`config.mk`:
```
export PLATFORM = sky130hd
export DESIGN_NAME = data_ram_arbiter
export DESIGN_NICKNAME = d
export VERILOG_FILES = /design/src/rtl/data_ram_arbiter.sv
export SDC_FILE = /design/constraint.sdc
export NUM_CORES = 1
export LEC_CHECK = 0
export ABC_AREA = 1
export CAP_MARGIN = 20
export CORE_AREA = 2 2 94 96
export CTS_CLUSTER_DIAMETER = 80
export DETAILED_ROUTE_END_ITERATION = 8
export DIE_AREA = 0 0 96 98
export DONT_BUFFER_PORTS = 1
export HOLD_SLACK_MARGIN = 0.06
export PLACE_DENSITY = 0.48
export SLEW_MARGIN = 20
export SYNTH_ARGS = -nofsm -noshare
export SYNTH_HDL_FRONTEND = slang
export SYNTH_SLANG_ARGS = --single-unit
```
`constraint.sdc`:
```
create_clock -name clk -period 1.6 [get_ports clk]
set_clock_uncertainty 0.15 [all_clocks]
set_input_delay 0.32 -clock clk [delete_from_list [all_inputs] [get_ports clk]]
set_output_delay 0.32 -clock clk [all_outputs]
set_load 0.05 [all_outputs]
```
`src/rtl/data_ram_arbiter.sv`:
```
// data_ram_arbiter
// Shares the single-port 64x32 data RAM between requester 0 (core LSU) and
// requester 1 (debug/DMA loader). Arbitration is round-robin and decided
// combinationally every cycle. The RAM has a 1-cycle registered read, so each
// grant produces a one-cycle rvalid pulse on the following cycle. An access
// whose byte address is not word aligned is still granted. It never writes
// the RAM and responds with err=1.
//
// Ports
//   clk, rst_n              clock, synchronous active-low reset
//   pN_req/we/addr/wdata    requester N access (held until granted)
//   pN_gnt                  access accepted this cycle (combinational)
//   pN_rvalid/rdata/err     response, cycle after grant
//   ram_we/addr/din         to RAM wea/addra/dina
//   ram_dout                from RAM douta
//   contention_cnt          saturating count of cycles with both req high
module data_ram_arbiter #(
  parameter int ADDR_W = 8,
  parameter int DATA_W = 32,
  parameter int RAM_AW = 6,
  parameter int CNT_W  = 16
) (
  input  logic              clk,
  input  logic              rst_n,
  input  logic              p0_req,
  input  logic              p0_we,
  input  logic [ADDR_W-1:0] p0_addr,
  input  logic [DATA_W-1:0] p0_wdata,
  output logic              p0_gnt,
  output logic              p0_rvalid,
  output logic [DATA_W-1:0] p0_rdata,
  output logic              p0_err,
  input  logic              p1_req,
  input  logic              p1_we,
  input  logic [ADDR_W-1:0] p1_addr,
  input  logic [DATA_W-1:0] p1_wdata,
  output logic              p1_gnt,
  output logic              p1_rvalid,
  output logic [DATA_W-1:0] p1_rdata,
  output logic              p1_err,
  output logic              ram_we,
  output logic [RAM_AW-1:0] ram_addr,
  output logic [DATA_W-1:0] ram_din,
  input  logic [DATA_W-1:0] ram_dout,
  output logic [CNT_W-1:0]  contention_cnt
);

  logic              rr_ptr;   // requester favoured when both request
  logic              sel_q;    // last winner; keeps RAM address/data stable when idle
  logic              any_gnt;
  logic              sel;
  logic              sel_we;
  logic [ADDR_W-1:0] sel_addr;
  logic [DATA_W-1:0] sel_wdata;
  logic              aligned;
  logic [1:0]        rsp_v;    // response due this cycle, one bit per requester
  logic              rsp_err;
  logic              rsp_rd;   // response carries RAM read data

  always_comb begin
    p0_gnt    = p0_req & (~p1_req | ~rr_ptr);
    p1_gnt    = p1_req & (~p0_req |  rr_ptr);
    any_gnt   = p0_gnt | p1_gnt;
    sel       = any_gnt ? p1_gnt : sel_q;
    sel_we    = sel ? p1_we    : p0_we;
    sel_addr  = sel ? p1_addr  : p0_addr;
    sel_wdata = sel ? p1_wdata : p0_wdata;
    aligned   = (sel_addr[1:0] == 2'b00);
    // rst_n in the write enable keeps a grant in the reset cycle from writing
    ram_we    = any_gnt & sel_we & aligned & rst_n;
    ram_addr  = sel_addr[RAM_AW+1:2];
    ram_din   = sel_wdata;
  end

  always_ff @(posedge clk) begin
    if (!rst_n) begin
      rr_ptr         <= 1'b0;
      sel_q          <= 1'b0;
      rsp_v          <= 2'b00;
      rsp_err        <= 1'b0;
      rsp_rd         <= 1'b0;
      contention_cnt <= '0;
    end else begin
      rsp_v <= {p1_gnt, p0_gnt};
      if (any_gnt) begin
        rr_ptr  <= ~p1_gnt;
        sel_q   <= p1_gnt;
        rsp_err <= ~aligned;
        rsp_rd  <= ~sel_we & aligned;
      end
      if (p0_req && p1_req && (contention_cnt != {CNT_W{1'b1}}))
        contention_cnt <= contention_cnt + 1'b1;
    end
  end

  // Responses are masked while reset is held so nothing leaks out of a reset cycle
  always_comb begin
    p0_rvalid = rsp_v[0] & rst_n;
    p1_rvalid = rsp_v[1] & rst_n;
    p0_err    = p0_rvalid & rsp_err;
    p1_err    = p1_rvalid & rsp_err;
    p0_rdata  = (p0_rvalid & rsp_rd) ? ram_dout : '0;
    p1_rdata  = (p1_rvalid & rsp_rd) ? ram_dout : '0;
  end

endmodule
```
==> results of run 1 <==
## per-stage QoR
step	power (W)	worst slack, ps	area [sq um]	util, %	instances
detailed placement	0.00145	-282	4030	47.6	526
finish	0.00195	-388	4710	55.6	551
global placement	0.00144	-231	4030	47.6	526
CTS	0.00194	-442	4600	54.4	549
global route	0.00204	-445	4710	55.6	551
floorplan	0.00133	-199	2970	-	342
## synthesized netlist by cell type, types with 2 or more instances
cell	n	area share, %
buf_2	3	0.72
a21oi_1	10	2.4
nand2_2	3	0.90
nand2_1	67	12
inv_1	56	10
a21oi_2	2	0.84
nand3_1	9	2.2
dfxtp_1	22	21
o21ai_0	6	1.4
nor2_1	94	17
buf_4	2	0.72
mux2_2	38	21
xor2_1	5	2.1
nor2_4	4	2.2
nand4_1	5	1.5
clkbuf_1	7	1.3
## final cells by class
class | instances | area (sq um)
fillers | 740 | 3760
clock buffers | 4 | 55.1
well taps | 108 | 135
multi-input cells | 250 | 2160
repair buffers | 110 | 1630
flip-flops and latches | 22 | 498
inverters | 57 | 231
## worst reg2reg max path, stage by stage, from the launching register on
cell     delay, ps
dfxtp_4        360
ha_4           160
inv_4           60
nor2_4          40
nand2_2         70
nor2_4          50
nor2_4         180
buf_6          170
nand2_1         50
nor3b_2        140
## what timing repair did
action,CTS,global route
hold buffers,1,0
gates cloned,9,1
pin swaps,17,26
endpoints found under the setup margin,106,121
endpoints found under the hold margin,6,0
buffers inserted,9,5
gates resized for setup,51,38
## power groups by stage
| stage | sequential (W) | combinational [W] | clock, W |
|---|---|---|---|
| after floorplan | 0.000582 | 0.000745 | 0 |
| after global placement | 0.000570 | 0.000869 | 0 |
| after detailed placement | 0.000570 | 0.000875 | 0 |
| after CTS | 0.000558 | 0.000953 | 0.000426 |
| after global routing | 0.000559 | 0.00103 | 0.000455 |
| final | 0.000557 | 0.000983 | 0.000408 |
## routing by layer
| layer | share of wire, % | track usage [%] | wire (um) |
|---|---|---|---|
| met5 | 0 | 0 | 0 |
| met4 | 0.67 | 3.19 | 60 |
| met3 | 8.3 | 4.01 | 737 |
| met2 | 51 | 31.5 | 4560 |
| met1 | 40 | 22.6 | 3570 |
## how the worst max path moves through the flow
stage / from / endpoint / slack (ps)
after CTS: sel_q / ram_addr[5] / -440
final: sel_q / ram_din[13] / -390
after global placement: p1_req / ram_addr[5] / -230
after global routing: sel_q / ram_addr[2] / -450
after floorplan: rst_n / p0_rdata[10] / -200
after detailed placement: rr_ptr / ram_we / -280
## cell families after synthesis
family	share of synthesized area, %
buffers and inverters	13.7
AO/OA/AOI/OAI	5.04
multiplexers	20.5
XOR/XNOR	2.52
flip-flops	21.1
adder cells (fa/ha/maj)	0.599
AND/OR/NAND/NOR	36.6
## flip-flops by register name, summed over array words and instances (netlist names)
| register | count |
|---|---|
| contention_cnt | 16 |
| rr_ptr | 1 |
| rsp_err | 1 |
| rsp_rd | 1 |
| rsp_v | 2 |
| sel_q | 1 |
==> summary.txt, run 1 <==
Run status
  • Status: finished with violations
  • Failing checks: setup timing

Clock tree
  • CTS clock-pin slew for the worst setup and hold paths: about 80 ps
  • Sink Count: 22
  • CTS H-tree depth: 1
  • CTS tree: built
  • Max clock buf depth: 2
  • Worst-skew pair later-pin latency: roughly 260 ps
  • Total CTS buffers: 3
  • CTS root buf: clkbuf_8

Layout
  • Layout area overhead: 126%
  • Layout cells sized above 1: around 62%
  • Final layout net count: around 560
  • Commonest non-fill, non-tap cell in the layout: nor2_4
  • Most frequent cells in the layout: nor2_4 (70), nand2_1 (55), inv_1 (49)
  • Antenna Cells: 0

Detailed routing
  • Post-DRT Antenna Nets: 0
  • DR iter-0 viols: 84
  • Total wire length: between 8000 and 9000 um
  • Initial DRT Pass Iterations: 4
  • Via density: 4.69
  • DR WL/cell: ~16 um
  • Drt drc: 0
  • Via count: approximately 2600

Global routing
  • Overflow after GRT: 0
  • GR Util All Layers: a little under a fifth
  • Initial antenna violation count: 0
  • First-pass GRT wire length: between 10000 and 15000 um
  • Vias in the first global route: 2613
  • Largest net degree at the start of global routing: 17

Pwr
  • Net Sw Power: about 0.00085 W
  • Logic gate share of total power: roughly half
  • Cell Pwr Density: approximately 410 nW/um^2
  • P_int: around 0.0011 W
  • Sw Share: between 40 and 50%
  • Clock power share: a little over a fifth
  • Worst vdd rail ir drop: approximately 360 uV
  • Reg power frac: around 29%
  • Lkg Pwr: slightly above 2 nW

Synthesis
  • Post-synthesis cell count: approximately 340
  • Synthesized area: between 2000 and 2500 sq um
  • Syn Area/Cell: approximately 6.1 sq um
  • FFs w/ async S/R, synth: 0%
  • Sequential area share after synthesis: a little over a fifth
  • Warnings from Yosys: 0
  • Most used DFF post-synth: dfxtp_1
  • Post-Syn Nets: 461
  • FF+latch count, synth: 22
  • Post-synth EDFFs: 0
  • Post-synth cell types: 25

Worst setup path
  • R2R Path Start: contention_cnt[0]
  • CP required: 1130 ps
  • Number of cells on the critical path: 4
  • Worst setup EP type: output pin
  • Max Fanout on Critical Path: 8
  • CP top delay family: simple AND/OR/NAND/NOR gates
  • CP bufs+invs: 1
  • R2r endpoint: contention_cnt[0]
  • Slowest CP cell: mux2_4
  • R2R depth: 9
  • CP Cell Sequence: or2_4 > nand2_8 > clkbuf_16 > mux2_4
  • Critical path class: flop to output pin
  • Crit path largest cell delay: 380 ps
  • Worst R2R Setup Slack: approximately 60 ps
  • Arrival time at the worst endpoint: about 1500 ps
  • Startpoint class of the critical path: flop

Place
  • PortBufs: 0
  • Final Wtd Congestion: between 0.8 and 0.9
  • Post-DP HPWL: between 6000 and 7000 um

Floorplan
  • # rows: 34
  • Width of the die: around 96 um
  • Initial core utilization: between 20% and 30%
  • I/O pins: between 200 and 250
  • Die area: roughly 9400 sq um
  • Core Region: 8470 sq um
  • Die boundary height: around 98 um

Timing
  • Setup WS post-layout: -388 ps
  • Worst relative slew slack: about 77%
  • Final hold violations: 0
  • Hold Slack: between 100 and 150 ps
  • Setup-failing EPs final: approximately 100
  • Minimum clock period after layout: between 1500 and 2000 ps
  • Final period utilization: 124%
  • Final Max Slew Viols: 0
  • Unrepaired setup endpoints after global routing: yes
  • Fmax: roughly 500 MHz
  • Sum Neg Setup Slack: -28320 ps
  • Worst slew pin tran: around 340 ps

Hold path
  • Critical hold path startpoint: rst_n
  • Worst Hold Depth: 4
  • Hold-critical path endpoint: rsp_rd
  • Worst hold path class: input port to flop

Job
  • Max-cap violations: 0
Note: power is estimated with default switching activity, not from simulation.
==> inputs of run 2 (changes only) <==
--- a/config.mk
+++ b/config.mk
@@ -14,6 +14,7 @@
 export DONT_BUFFER_PORTS = 1
 export HOLD_SLACK_MARGIN = 0.06
 export PLACE_DENSITY = 0.48
+export SKIP_CTS_REPAIR_TIMING = 1
 export SLEW_MARGIN = 20
 export SYNTH_ARGS = -nofsm -noshare
 export SYNTH_HDL_FRONTEND = slang
==> run 2 against run 1 <==
- the run still ends with setup timing left
- power is 0.91% lower
- via count is 0.81% lower
- wire length is 1.7% lower
- largest cell class unchanged
==> summary.txt, run 2 (synthesized netlist as in run 1, its figures left out) <==
Run status
  • Status: finished with violations
  • Failing checks: setup timing

Timing
  • Setup-failing EPs final: 105 (+1.9%)
  • Worst slew pin tran: 339 ps (-4.36 ps)
  • Minimum clock period after layout: 1990 ps (+4.10 ps)
  • Final Max Slew Viols: 0 (unchanged)
  • Final hold violations: 0 (unchanged)
  • Worst relative slew slack: 77.3% (+0.29 points)
  • Unrepaired setup endpoints after global routing: yes
  • Sum Neg Setup Slack: -26270 ps (+2050 ps)
  • Final period utilization: 125% (+0.26 points)
  • Setup WS post-layout: -392 ps (-4.10 ps)
  • Fmax: 502 MHz (-0.21%)

Global routing
  • Initial antenna violation count: 0 (unchanged)
  • Vias in the first global route: 2339 (-10%)
  • GR peak layer: met2
  • Largest net degree at the start of global routing: 21 (+4)
  • GRT met2 Usage: 25.7% (-5.8 points)
  • Met3 GRT Util: 2.55% (-1.5 points)
  • GR Util All Layers: 15.6% (-2.4 points)
  • First-pass GRT wire length: 11800 um (-13%)
  • Overflow after GRT: 0 (unchanged)
  • GR Util met1: 21.2% (-1.4 points)

Layout
  • Largest register by flop count: contention_cnt
  • Antenna Cells: 0 (unchanged)
  • Biggest regs: contention_cnt (16), rsp_v (2)
  • Most frequent cells in the layout: nor2_4 (70), nand2_1 (56), inv_1 (49)
  • Layout cells sized above 1: 61.5% (-0.35 points)
  • Largest register FFs: 16 (unchanged)
  • Commonest non-fill, non-tap cell in the layout: nor2_4
  • Final layout net count: 559 (-0.71%)
  • Design Area, Final: 4580 sq um (-2.6%)
  • Layout area overhead: 120%

Clock tree
  • Sink Count: 22 (unchanged)
  • Worst-skew pair later-pin latency: 260 ps (about the same)
  • CTS tree: built
  • Total CTS buffers: 3 (unchanged)
  • CTS root buf: clkbuf_8
  • CTS clock-pin slew for the worst setup and hold paths: 80 ps (about the same)
  • Max clock buf depth: 2 (unchanged)
  • CTS H-tree depth: 1 (unchanged)

Worst setup path
  • Worst setup path start: sel_q
  • Worst setup EP type: output pin
  • CP required: 1130 ps (about the same)
  • Slowest CP cell: mux2_4
  • CP top delay family: simple AND/OR/NAND/NOR gates
  • Critical path class: flop to output pin
  • Arrival time at the worst endpoint: 1520 ps (about the same)
  • CP bufs+invs: 1 (unchanged)
  • Startpoint class of the critical path: flop
  • R2R Path Start: contention_cnt[0]
  • Max Fanout on Critical Path: 8 (unchanged)
  • Crit path largest cell delay: 380 ps (about the same)
  • CP Cell Sequence: or2_4 > nand2_8 > clkbuf_16 > mux2_4

Detailed routing
  • Total wire length: 8770 um (-1.7%)
  • Via count: 2565 (-0.81%)
  • DR iter-0 viols: 86 (+2.4%)
  • Via density: 4.69 (about the same)
  • Post-DRT Antenna Nets: 0 (unchanged)
  • DR WL/cell: 16.0 um (-1.0%)
  • Drt drc: 0 (unchanged)
  • Initial DRT Pass Iterations: 4 (unchanged)

Hold path
  • Worst hold path class: input port to flop
  • Critical hold path startpoint: rst_n

Place
  • PortBufs: 0 (unchanged)
  • Post-DP HPWL: 6910 um (unchanged)
  • Pre-CTS setup slack: -282 ps (unchanged)
  • Final Wtd Congestion: 0.875 (unchanged)
  • DP Area: 4030 sq um (unchanged)

Pwr
  • Worst vdd rail ir drop: 359 uV (-0.86%)
  • Overall power: 0.00193 W (-0.91%)
  • Sw Share: 43.7% (+0.22 points)
  • Net Sw Power: 0.000843 W (-0.41%)
  • Lkg Pwr: 1.98 nW (-2.2%)
  • Cell Pwr Density: 421 nW/um^2 (+1.7%)
  • Clock power share: 21.3% (+0.4 points)
  • Reg power frac: 29.0% (+0.4 points)
  • Logic gate share of total power: 49.7% (-0.8 points)
  • P_int: 0.00109 W (-1.3%)

Floorplan
  • Die area: 9410 sq um (unchanged)
  • Core Region: 8470 sq um (unchanged)
  • Initial core utilization: 24.7% (unchanged)
  • I/O pins: 243 (unchanged)
  • Width of the die: 96 um (unchanged)
  • Die boundary height: 98 um (unchanged)
  • # rows: 34 (unchanged)

Job
  • Max-cap violations: 0 (unchanged)
-- run 2: cell count changes in the layout (fill, tap and decap cells not counted), moves of 2 or more --
cell	delta
clkbuf_16	+6
buf_8	-3
buf_16	-5
dfxtp_4	-2
dfxtp_2	+2
buf_12	-3
buf_4	+6
buf_6	-5
-- run 2: final timing paths --
check	end	slack, ps	depth (start not counted)
setup / recovery	ram_din[13]	-390	4
hold / removal	rsp_rd	140	4
setup reg to reg	contention_cnt[0]	60	9
hold reg to reg	rr_ptr	330	2
-- run 2: area by class of cell --
cell class | instances | area [sq um]
fill | 754 | 3880
multi-input combinational | 250 | 2150
timing repair buffer | 106 | 1520
sequential | 22 | 493
inverter | 57 | 231
tap | 108 | 135
clock buffer | 4 | 55.1
-- run 2: power by group through the flow --
stage / combinational [W] / clock [W] / sequential [W]
5_1_grt: 0.00100 / 0.000455 / 0.000562
3_5_place_dp: 0.000875 / 0 / 0.000570
6_report: 0.000959 / 0.000412 / 0.000559
2_1_floorplan: 0.000745 / 0 / 0.000582
4_1_cts: 0.000879 / 0.000426 / 0.000557
3_3_place_gp: 0.000869 / 0 / 0.000570
-- run 2: metal layers --
metal | part of all wire [%] | wire (um)
met2 | 51 | 4430
met3 | 7.7 | 673
met4 | 0.68 | 60
met1 | 41 | 3600
met5 | 0 | 0
-- run 2: metrics by stage --
step | std cells | hold slack (ps) | utilization [%]
floorplan | 342 | 301 | -
global placement | 526 | 287 | 47.6
detailed placement | 526 | 291 | 47.6
CTS | 530 | 1.41 | 48.2
global route | 547 | 168 | 54.2
finish | 547 | 145 | 54.2
-- run 2: worst register-to-register path: cells and delay by family, from the launching register on --
family                     cells  cell delay (ps)
adders and majority gates      1              170
buffers and inverters          2              230
DFF                            1              370
and+or+nand+nor                6              520
